--- src/rtl/acia_rx_pkg.sv ---
// rtl/acia_rx_pkg.sv - shared ACIA receive definitions: bit-rate defaults and FSM encodings
package acia_rx_pkg;

  // Defaults shared with the transmit side: 9600bps from a 4MHz pclk
  localparam int ACIA_SCW     = 9;
  localparam int ACIA_SYM_CNT = 417;

  typedef enum logic [2:0] {
    RX_IDLE  = 3'd0,
    RX_START = 3'd1,
    RX_DATA  = 3'd2,
    RX_STOP  = 3'd3,
    RX_BREAK = 3'd4
  } rx_state_t;

endpackage

--- src/rtl/acia_sync2.sv ---
// rtl/acia_sync2.sv - two-flop synchroniser with enable, resets to the idle-high level
module acia_sync2 (
  input  logic clk,
  input  logic reset_n,
  input  logic en,
  input  logic d,
  output logic q
);

  logic s1;

  always_ff @(posedge clk or negedge reset_n) begin
    if (!reset_n) begin
      s1 <= 1'b1;
      q  <= 1'b1;
    end else if (en) begin
      s1 <= d;
      q  <= s1;
    end
  end

endmodule

--- src/rtl/acia_rx.sv ---
// rtl/acia_rx.sv - ACIA 8N1 serial receiver with one-deep holding register and status flags
module acia_rx
  import acia_rx_pkg::*;
#(
  parameter int SCW     = ACIA_SCW,
  parameter int sym_cnt = ACIA_SYM_CNT
) (
  input  logic       clk,
  input  logic       reset_n,
  input  logic       pclk,
  input  logic       rx_serial,
  input  logic       rx_ack,
  output logic [7:0] rx_dat,
  output logic       rx_full,
  output logic       rx_ferr,
  output logic       rx_oerr
);

  localparam logic [SCW-1:0] HALF = SCW'(sym_cnt >> 1);
  localparam logic [SCW-1:0] SYM  = SCW'(sym_cnt);

  rx_state_t      state, state_nxt;
  logic           rxs;
  logic [SCW-1:0] rcnt;
  logic [3:0]     bcnt;
  logic [7:0]     shreg;
  logic           cnt_zero;

  logic load_half, load_sym, rcnt_dec, clr_bcnt, shift_en, stop_tick;

  acia_sync2 u_sync (
    .clk     (clk),
    .reset_n (reset_n),
    .en      (pclk),
    .d       (rx_serial),
    .q       (rxs)
  );

  assign cnt_zero = (rcnt == '0);

  always_ff @(posedge clk or negedge reset_n) begin
    if (!reset_n) state <= RX_IDLE;
    else          state <= state_nxt;
  end

  always_comb begin
    state_nxt = state;
    if (pclk) begin
      case (state)
        RX_IDLE:  if (!rxs) state_nxt = RX_START;
        RX_START: if (cnt_zero) state_nxt = rxs ? RX_IDLE : RX_DATA;
        RX_DATA:  if (cnt_zero && bcnt == 4'd7) state_nxt = RX_STOP;
        RX_STOP:  if (cnt_zero) state_nxt = rxs ? RX_IDLE : RX_BREAK;
        RX_BREAK: if (rxs) state_nxt = RX_IDLE;
        default:  state_nxt = RX_IDLE;
      endcase
    end
  end

  always_comb begin
    load_half = 1'b0;
    load_sym  = 1'b0;
    rcnt_dec  = 1'b0;
    clr_bcnt  = 1'b0;
    shift_en  = 1'b0;
    stop_tick = 1'b0;
    if (pclk) begin
      case (state)
        RX_IDLE:  load_half = !rxs;
        RX_START: begin
          rcnt_dec = !cnt_zero;
          load_sym = cnt_zero && !rxs;
          clr_bcnt = cnt_zero && !rxs;
        end
        RX_DATA: begin
          rcnt_dec = !cnt_zero;
          shift_en = cnt_zero;
          load_sym = cnt_zero;
        end
        RX_STOP: begin
          rcnt_dec  = !cnt_zero;
          stop_tick = cnt_zero;
        end
        default: ;
      endcase
    end
  end

  always_ff @(posedge clk or negedge reset_n) begin
    if (!reset_n) begin
      rcnt  <= '0;
      bcnt  <= '0;
      shreg <= '0;
    end else begin
      if (load_half)     rcnt <= HALF;
      else if (load_sym) rcnt <= SYM;
      else if (rcnt_dec) rcnt <= rcnt - SCW'(1);

      if (clr_bcnt)      bcnt <= '0;
      else if (shift_en) bcnt <= bcnt + 4'd1;

      // Line is LSB first, so each new bit enters at the top
      if (shift_en) shreg <= {rxs, shreg[7:1]};
    end
  end

  // An ack landing on the store edge frees the slot for the incoming byte
  always_ff @(posedge clk or negedge reset_n) begin
    if (!reset_n) begin
      rx_dat  <= '0;
      rx_full <= 1'b0;
      rx_ferr <= 1'b0;
      rx_oerr <= 1'b0;
    end else if (stop_tick) begin
      if (!rx_full || rx_ack) begin
        rx_dat  <= shreg;
        rx_full <= 1'b1;
        rx_ferr <= ~rxs;
      end else begin
        rx_oerr <= 1'b1;
      end
    end else if (rx_ack) begin
      rx_full <= 1'b0;
      rx_oerr <= 1'b0;
    end
  end

endmodule
--- config.mk ---
export PLATFORM = sky130hd
export DESIGN_NAME = acia_rx
export DESIGN_NICKNAME = d
export VERILOG_FILES = /design/src/rtl/acia_rx_pkg.sv /design/src/rtl/acia_sync2.sv /design/src/rtl/acia_rx.sv
export SDC_FILE = /design/constraint.sdc
export NUM_CORES = 1
export LEC_CHECK = 0
export ABC_AREA = 1
export BUFFER_PORTS_ARGS = -buffer_cell sky130_fd_sc_hd__buf_2
export CAP_MARGIN = 10
export CELL_PAD_IN_SITES_DETAIL_PLACEMENT = 0
export CELL_PAD_IN_SITES_GLOBAL_PLACEMENT = 1
export CORE_MARGIN = 1.5
export CORE_UTILIZATION = 48
export DETAILED_ROUTE_END_ITERATION = 6
export PLACE_DENSITY_LB_ADDON = 0.05
export SETUP_SLACK_MARGIN = 0.05
export SYNTH_ARGS = -nofsm -noshare
export SYNTH_HDL_FRONTEND = slang
export SYNTH_SLANG_ARGS = --single-unit
export TNS_END_PERCENT = 1
--- constraint.sdc ---
create_clock -name clk -period 4.1 [get_ports clk]
set_input_delay 0.41 -clock clk [delete_from_list [all_inputs] [get_ports clk]]
set_output_delay 0.41 -clock clk [all_outputs]
set_load 0.01 [all_outputs]
==> results_dict.tcl, run 1 <==
set metrics [dict create \
    status "finished, final reports clean" \
    layout.nets 252 \
    first_global_vias 1434 \
    numPortBuffers 15 \
    critPathSlowestCell "dfrtp_1" \
    syn_inst 225 \
    htreeDepth 2 \
    wirelength_um 3750 \
    post_cts_buffers 0 \
    synth_area_um2 1894 \
    final_core_util 0.5717 \
    drt_iter0_drc 74 \
    finalHoldViolations 0 \
    post_drt_wl_per_cell_um 12.76 \
    fin_setup_tns_ns 0 \
    cts_made_buffers 5 \
    min_path_type "in -> async" \
    max_freq_mhz 558.2 \
    drtAntennaViolNets 0 \
    ioPinCount 16 \
    ys_seq_elements 37 \
    dpl.hpwl_um 2729 \
    clk_latency_ns 0.29 \
    maxSlewHeadroom 0.4497 \
    cp_data_required_time_ns 4.27 \
    worstSetupPathType "reg -> reg" \
    p_per_area_nw_per_um2 597.4 \
    die-height_um 65.82 \
    busiest_layer "met2" \
    clk_path_buf_depth 2 \
    dr.pass1.iters 4 \
    rsz0062_at_grt "false" \
    cts-resized-gates 0 \
    fin_area_um2 2125 \
    antenna_found_initial 0 \
    routed_via_density 5.024 \
    fill_cells 360 \
    path_buf_inv 1 \
    final-max-slew-violation-count 0 \
    cts.sinks 37 \
    setup_viol 0 \
    finalPower_mw 1.269 \
    worst_slack_ns 2.309 \
    grt_usage 0.2062 \
    gp_congestion 0.8503 \
    postCtsHoldBufs 0 \
    power_leakage_nw 1.116 \
    fp.dieW_um 65.82 \
    yosysUniqueCellTypes 28 \
    grt_first_pass_wirelength_um 6644 \
    cap_viol_max_count 0 \
    drive_gt1_frac 0.1992 \
    diodes 0 \
    multi_input_area_um2 829.5 \
    dpl_cell_area_um2 2013 \
    skew_ns 0.007453 \
    syn_avg_cell_area_um2 8.419 \
    final_cells 294 \
    areaGrowthSynthToFinish_pct 12.15 \
    clk_pin_slew_ns 0.08 \
    arrival_ns 1.96 \
    min_period_ns 1.791 \
    use_met1 0.2556 \
    ys_seq_area_frac 0.4901 \
    met2_usage 0.3409 \
    yosysWarnings 0 \
    start_util 0.5098 \
    critPathLaunch "rcnt[0]" \
    place_inst 286 \
    endpoint_kind "flip-flop" \
    core_um2 3716 \
    pre_cts_ws_ns 2.312 \
    synth_nets 232 \
    grt_util_met3 0.06474 \
    grt-ovfl-total 0 \
    tritoncts "done" \
    start_kind "flip-flop" \
    whs_ns 0.2141 \
    grt_max_degree 38 \
    row_count 22 \
    tightest_slew_ns 0.8254 \
    drc_errors 0 \
    path_delay_family "simple AND/OR/NAND/NOR gates" \
    post-route-period-util 0.4369 \
    dieArea_um2 4332 \
    crit_chain "inv_1 > ha_1 > nand2_2 > nor3_2 > nand4_1 > nand2_1 > o21ai_0" \
    r2r-start "rcnt[0]" \
    cts_root_buffer "clkbuf_8" \
    register_area_um2 928.4 \
    crit_path_max_fanout 9 \
    peakVddDrop_v 0.0002430 \
    slowest_delay_ns 0.38 \
    num_vias 1477 \
]
## synth_stat cells
| library cell | n | area share |
|---|---|---|
| nand2_2 | 2 | 0.0066 |
| nand2_1 | 70 | 0.14 |
| nand3_2 | 2 | 0.011 |
| xor2_1 | 1 | 0.0046 |
| buf_2 | 1 | 0.0026 |
| o21bai_1 | 1 | 0.0040 |
| a21oi_1 | 5 | 0.013 |
| a21o_1 | 1 | 0.0040 |
| nor3_2 | 1 | 0.0053 |
| nor2_4 | 4 | 0.024 |
| xnor2_1 | 2 | 0.0092 |
| a31oi_1 | 1 | 0.0033 |
| nand4_2 | 1 | 0.0066 |
| nor2_1 | 12 | 0.024 |
| o211ai_1 | 1 | 0.0040 |
| o21ai_0 | 17 | 0.045 |
| ha_1 | 2 | 0.013 |
| nand2_4 | 2 | 0.012 |
| dfstp_2 | 2 | 0.028 |
| nand3_1 | 10 | 0.026 |
| nand3b_1 | 1 | 0.0040 |
| nor2_2 | 2 | 0.0066 |
| dfrtp_1 | 35 | 0.46 |
| inv_1 | 32 | 0.063 |
| buf_6 | 1 | 0.0059 |
| nor2_8 | 1 | 0.011 |
| o21ai_2 | 10 | 0.046 |
| nand4_1 | 5 | 0.017 |
## layer usage
metal | share of wire | vias up | routed length, um
met5 | 0 | - | 0
met4 | 0.012 | 0 | 44
met3 | 0.037 | 6 | 137
met2 | 0.49 | 21 | 1837
met1 | 0.46 | 699 | 1730
li1 | - | 751 | -
## where the power goes
part | switching (mW) | leakage, nW | internal [mW]
clock | 0.132 | 0.0554 | 0.183
sequential | 0.0701 | 0.494 | 0.432
combinational | 0.293 | 0.567 | 0.159
total | 0.496 | 1.12 | 0.773
## final cells by class
class | instances | share of cell area
repair buffers | 15 | 0.03534
well taps | 48 | 0.02827
inverters | 32 | 0.05654
clock inverters | 2 | 0.01826
multi-input cells | 154 | 0.3905
clock buffers | 6 | 0.03416
flip-flops and latches | 37 | 0.4370
## flip-flops by register name, summed over array words and instances (netlist names)
name and cells:
bcnt 4, rcnt 9, rx_dat 8, rx_ferr 1
rx_full 1, rx_oerr 1, shreg 8, state 3
u_sync.q 1, u_sync.s1 1
## cells by family (layout without fill, tap and decap cells)
logic type      Yosys count  in the layout  share of synthesized area
xor+xnor                  3              3                    0.01387
simple gates            113            113                     0.2913
compound gates           36             36                     0.1196
fa+ha+maj                 2              2                    0.01321
flops                    37             37                     0.4901
buf+inv                  34             55                    0.07199
## placed cells by master, fill, tap and decap left out, drive strengths merged
| cell | instances |
|---|---|
| nand2 | 74 |
| dfrtp | 35 |
| inv | 32 |
| o21ai | 27 |
| nor2 | 19 |
| buf | 15 |
| nand3 | 12 |
| nand4 | 6 |
| clkbuf | 6 |
| a21oi | 5 |
| xnor2 | 2 |
| ha | 2 |
| dfstp | 2 |
| a31oi | 1 |
| o211ai | 1 |
| nor3 | 1 |
| nand3b | 1 |
| o21bai | 1 |
| a21o | 1 |
| xor2 | 1 |
| clkinv | 1 |
| bufinv | 1 |
## path summary, 6_finish.rpt
path,endpoint,slack (ns),cells past startpoint
worst max-delay path,rx_dat[7],2.31,7
worst min-delay path,shreg[0],0.21,1
worst max register to register,rx_dat[7],2.31,7
worst min register to register,u_sync.s1,0.46,2
max in group asynchronous,state[2],3.37,1
min in group clk,u_sync.s1,0.32,3
Power figures use the tool's default switching activity.
==> run 2: changes to the inputs <==
Settings changed: CORE_UTILIZATION 48 to 44.
Clock period 4.1 ns to 1.7 ns, I/O delays scaled along.
==> run 2 against run 1 <==
Sequential cell count unchanged. Largest cell class unchanged. Utilization fell by 0.56 points. Hold slack worse by 0.12 ns. Non-clock buffer count up 11. Routed wire length up 8.5%. Count of clock-buffer cells in the layout did not move. Combinational power rose to 3.0 times the previous value. Clock skew fell by 0.0017 ns. Sequential power increased by 140%. Fmax rose by 12%. Critical path depth unchanged. Sequential share of layout area shrank 3.2 points.
==> results_dict.tcl, run 2 (synthesized netlist as in run 1, its figures left out) <==
set metrics [dict create \
    final_common_cell "nand2_1" \
    antenna_found_initial 0 \
    dpl.hpwl_um 2773 \
    peakVddDrop_v 0.0007172 \
    start_util 0.4669 \
    max_freq_mhz 627.0 \
    slowest_delay_ns 0.46 \
    maxSlewHeadroom 0.6829 \
    dieArea_um2 4708 \
    final_cells 309 \
    cts_root_buffer "clkbuf_8" \
    largest_register_ffs 9 \
    crit_chain "nor2_4 > nand2_2 > nor2_4 > nand2_4 > nor2_8 > nand3_4 > o21ai_1" \
    dr.pass1.iters 4 \
    htreeDepth 2 \
    drive_gt1_frac 0.2587 \
    drc_errors 0 \
    cp_common_cell "nor2_4" \
    row_count 23 \
    clk_latency_ns 0.29 \
    tightest_slew_ns 0.4757 \
    place_inst 293 \
    core_um2 4058 \
    post-route-period-util 0.9382 \
    endpoint_kind "flip-flop" \
    fin_setup_tns_ns 0 \
    wirelength_um 4070 \
    grt_first_pass_wirelength_um 6651 \
    finalHoldViolations 0 \
    finalPower_mw 3.164 \
    path_delay_family "simple AND/OR/NAND/NOR gates" \
    drtAntennaViolNets 0 \
    top_regs "rcnt: 9 flops, rx_dat: 8 flops, shreg: 8 flops" \
    cp_data_required_time_ns 1.91 \
    path_buf_inv 0 \
    crit_path_max_fanout 7 \
    num_vias 1536 \
    routed_via_density 4.971 \
    skew_ns 0.005765 \
    cts_made_buffers 5 \
    ioPinCount 16 \
    setup_viol 0 \
    rsz0062_at_grt "true" \
    grt-ovfl-total 0 \
    start_kind "flip-flop" \
    critPathSlowestCell "dfrtp_2" \
    grt_usage 0.1938 \
    arrival_ns 1.81 \
    layout.nets 265 \
    worstSetupPathType "reg -> reg" \
    grt_max_degree 21 \
    first_global_vias 1445 \
    final_cell_mix "nand2_1, dfrtp_1, inv_1, buf_2, nor2_1" \
    status "finished, final reports clean" \
    power_leakage_nw 1.157 \
    drt_iter0_drc 68 \
    cts.sinks 37 \
    clk_pin_slew_ns 0.07 \
    p_per_area_nw_per_um2 1377 \
    numPortBuffers 15 \
    fp.dieW_um 68.62 \
    tritoncts "done" \
    areaGrowthSynthToFinish_pct 21.27 \
    final-max-slew-violation-count 0 \
    clk_path_buf_depth 2 \
    diodes 0 \
    post_drt_wl_per_cell_um 13.17 \
    fill_cells 389 \
    die-height_um 68.62 \
    gp_congestion 0.8118 \
    min_path_type "in -> reg" \
    min_period_ns 1.595 \
    cap_viol_max_count 0 \
    largest-register "rcnt" \
]
==> run 2: area by class of cell <==
class	count	area, um^2	share of cell area
Sequential cell	37	929.6	0.4047
Multi-Input combinational cell	156	924.6	0.4025
Timing Repair Buffer	26	172.7	0.07516
Inverter	32	120.1	0.05229
Clock buffer	6	72.57	0.03159
Tap cell	50	62.56	0.02723
Clock inverter	2	15.01	0.006536
==> run 2: worst paths after layout <==
check / from / end / slack, ns / depth (start not counted)
hold reg to reg: u_sync.s1 / u_sync.s1 / 0.46 / 2
setup / recovery: rcnt[4] / rx_dat[0] / 0.10 / 7
max in group asynchronous: reset_n / rcnt[4] / 0.86 / 3
min in group asynchronous: reset_n / rx_dat[2] / 0.37 / 2
hold / removal: rx_serial / u_sync.s1 / 0.09 / 3
setup reg to reg: rcnt[4] / rx_dat[0] / 0.10 / 7
==> run 2: worst register-to-register path, delay by kind of cell (launching register included) <==
kind | cells | cell delay (ns)
flip-flops | 1 | 0.46
AO/OA/AOI/OAI | 1 | 0.15
AND/OR/NAND/NOR | 6 | 0.92
==> run 2: report_power, final <==
part / switching (mW) / internal [mW] / total (mW)
Clock: 0.311 / 0.289 / 0.600
Sequential: 0.175 / 1.04 / 1.22
Combinational: 0.816 / 0.529 / 1.35
==> run 2: repair_timing <==
item,4_1_cts,5_1_grt
gates cloned,0,2
gates resized for setup,1,23
endpoints found under the hold margin,17,0
setup endpoints to repair,5,31
hold buffers,1,0
pin swaps,0,5
buffers inserted,0,5
==> run 2: metal layers <==
layer  vias to the layer above  wire length, um  track usage
met5                         -                0            0
met4                         0               33      0.06000
met3                         4              127      0.05844
met2                        25             1992       0.2993
met1                       724             1916       0.2609
li1                        783                -            -
==> run 2: per-stage QoR <==
step                utilization  area, um^2  worst slack, ns  hold slack, ns
CTS                      0.5338        2166          0.04411         0.08694
detailed placement       0.5091        2066          0.03836          0.1573
global route             0.5661        2297          0.01373         0.09691
floorplan                     -        1894           0.1880         -0.1256
global placement         0.5091        2066          0.09415          0.1456
finish                   0.5661        2297           0.1050         0.08943
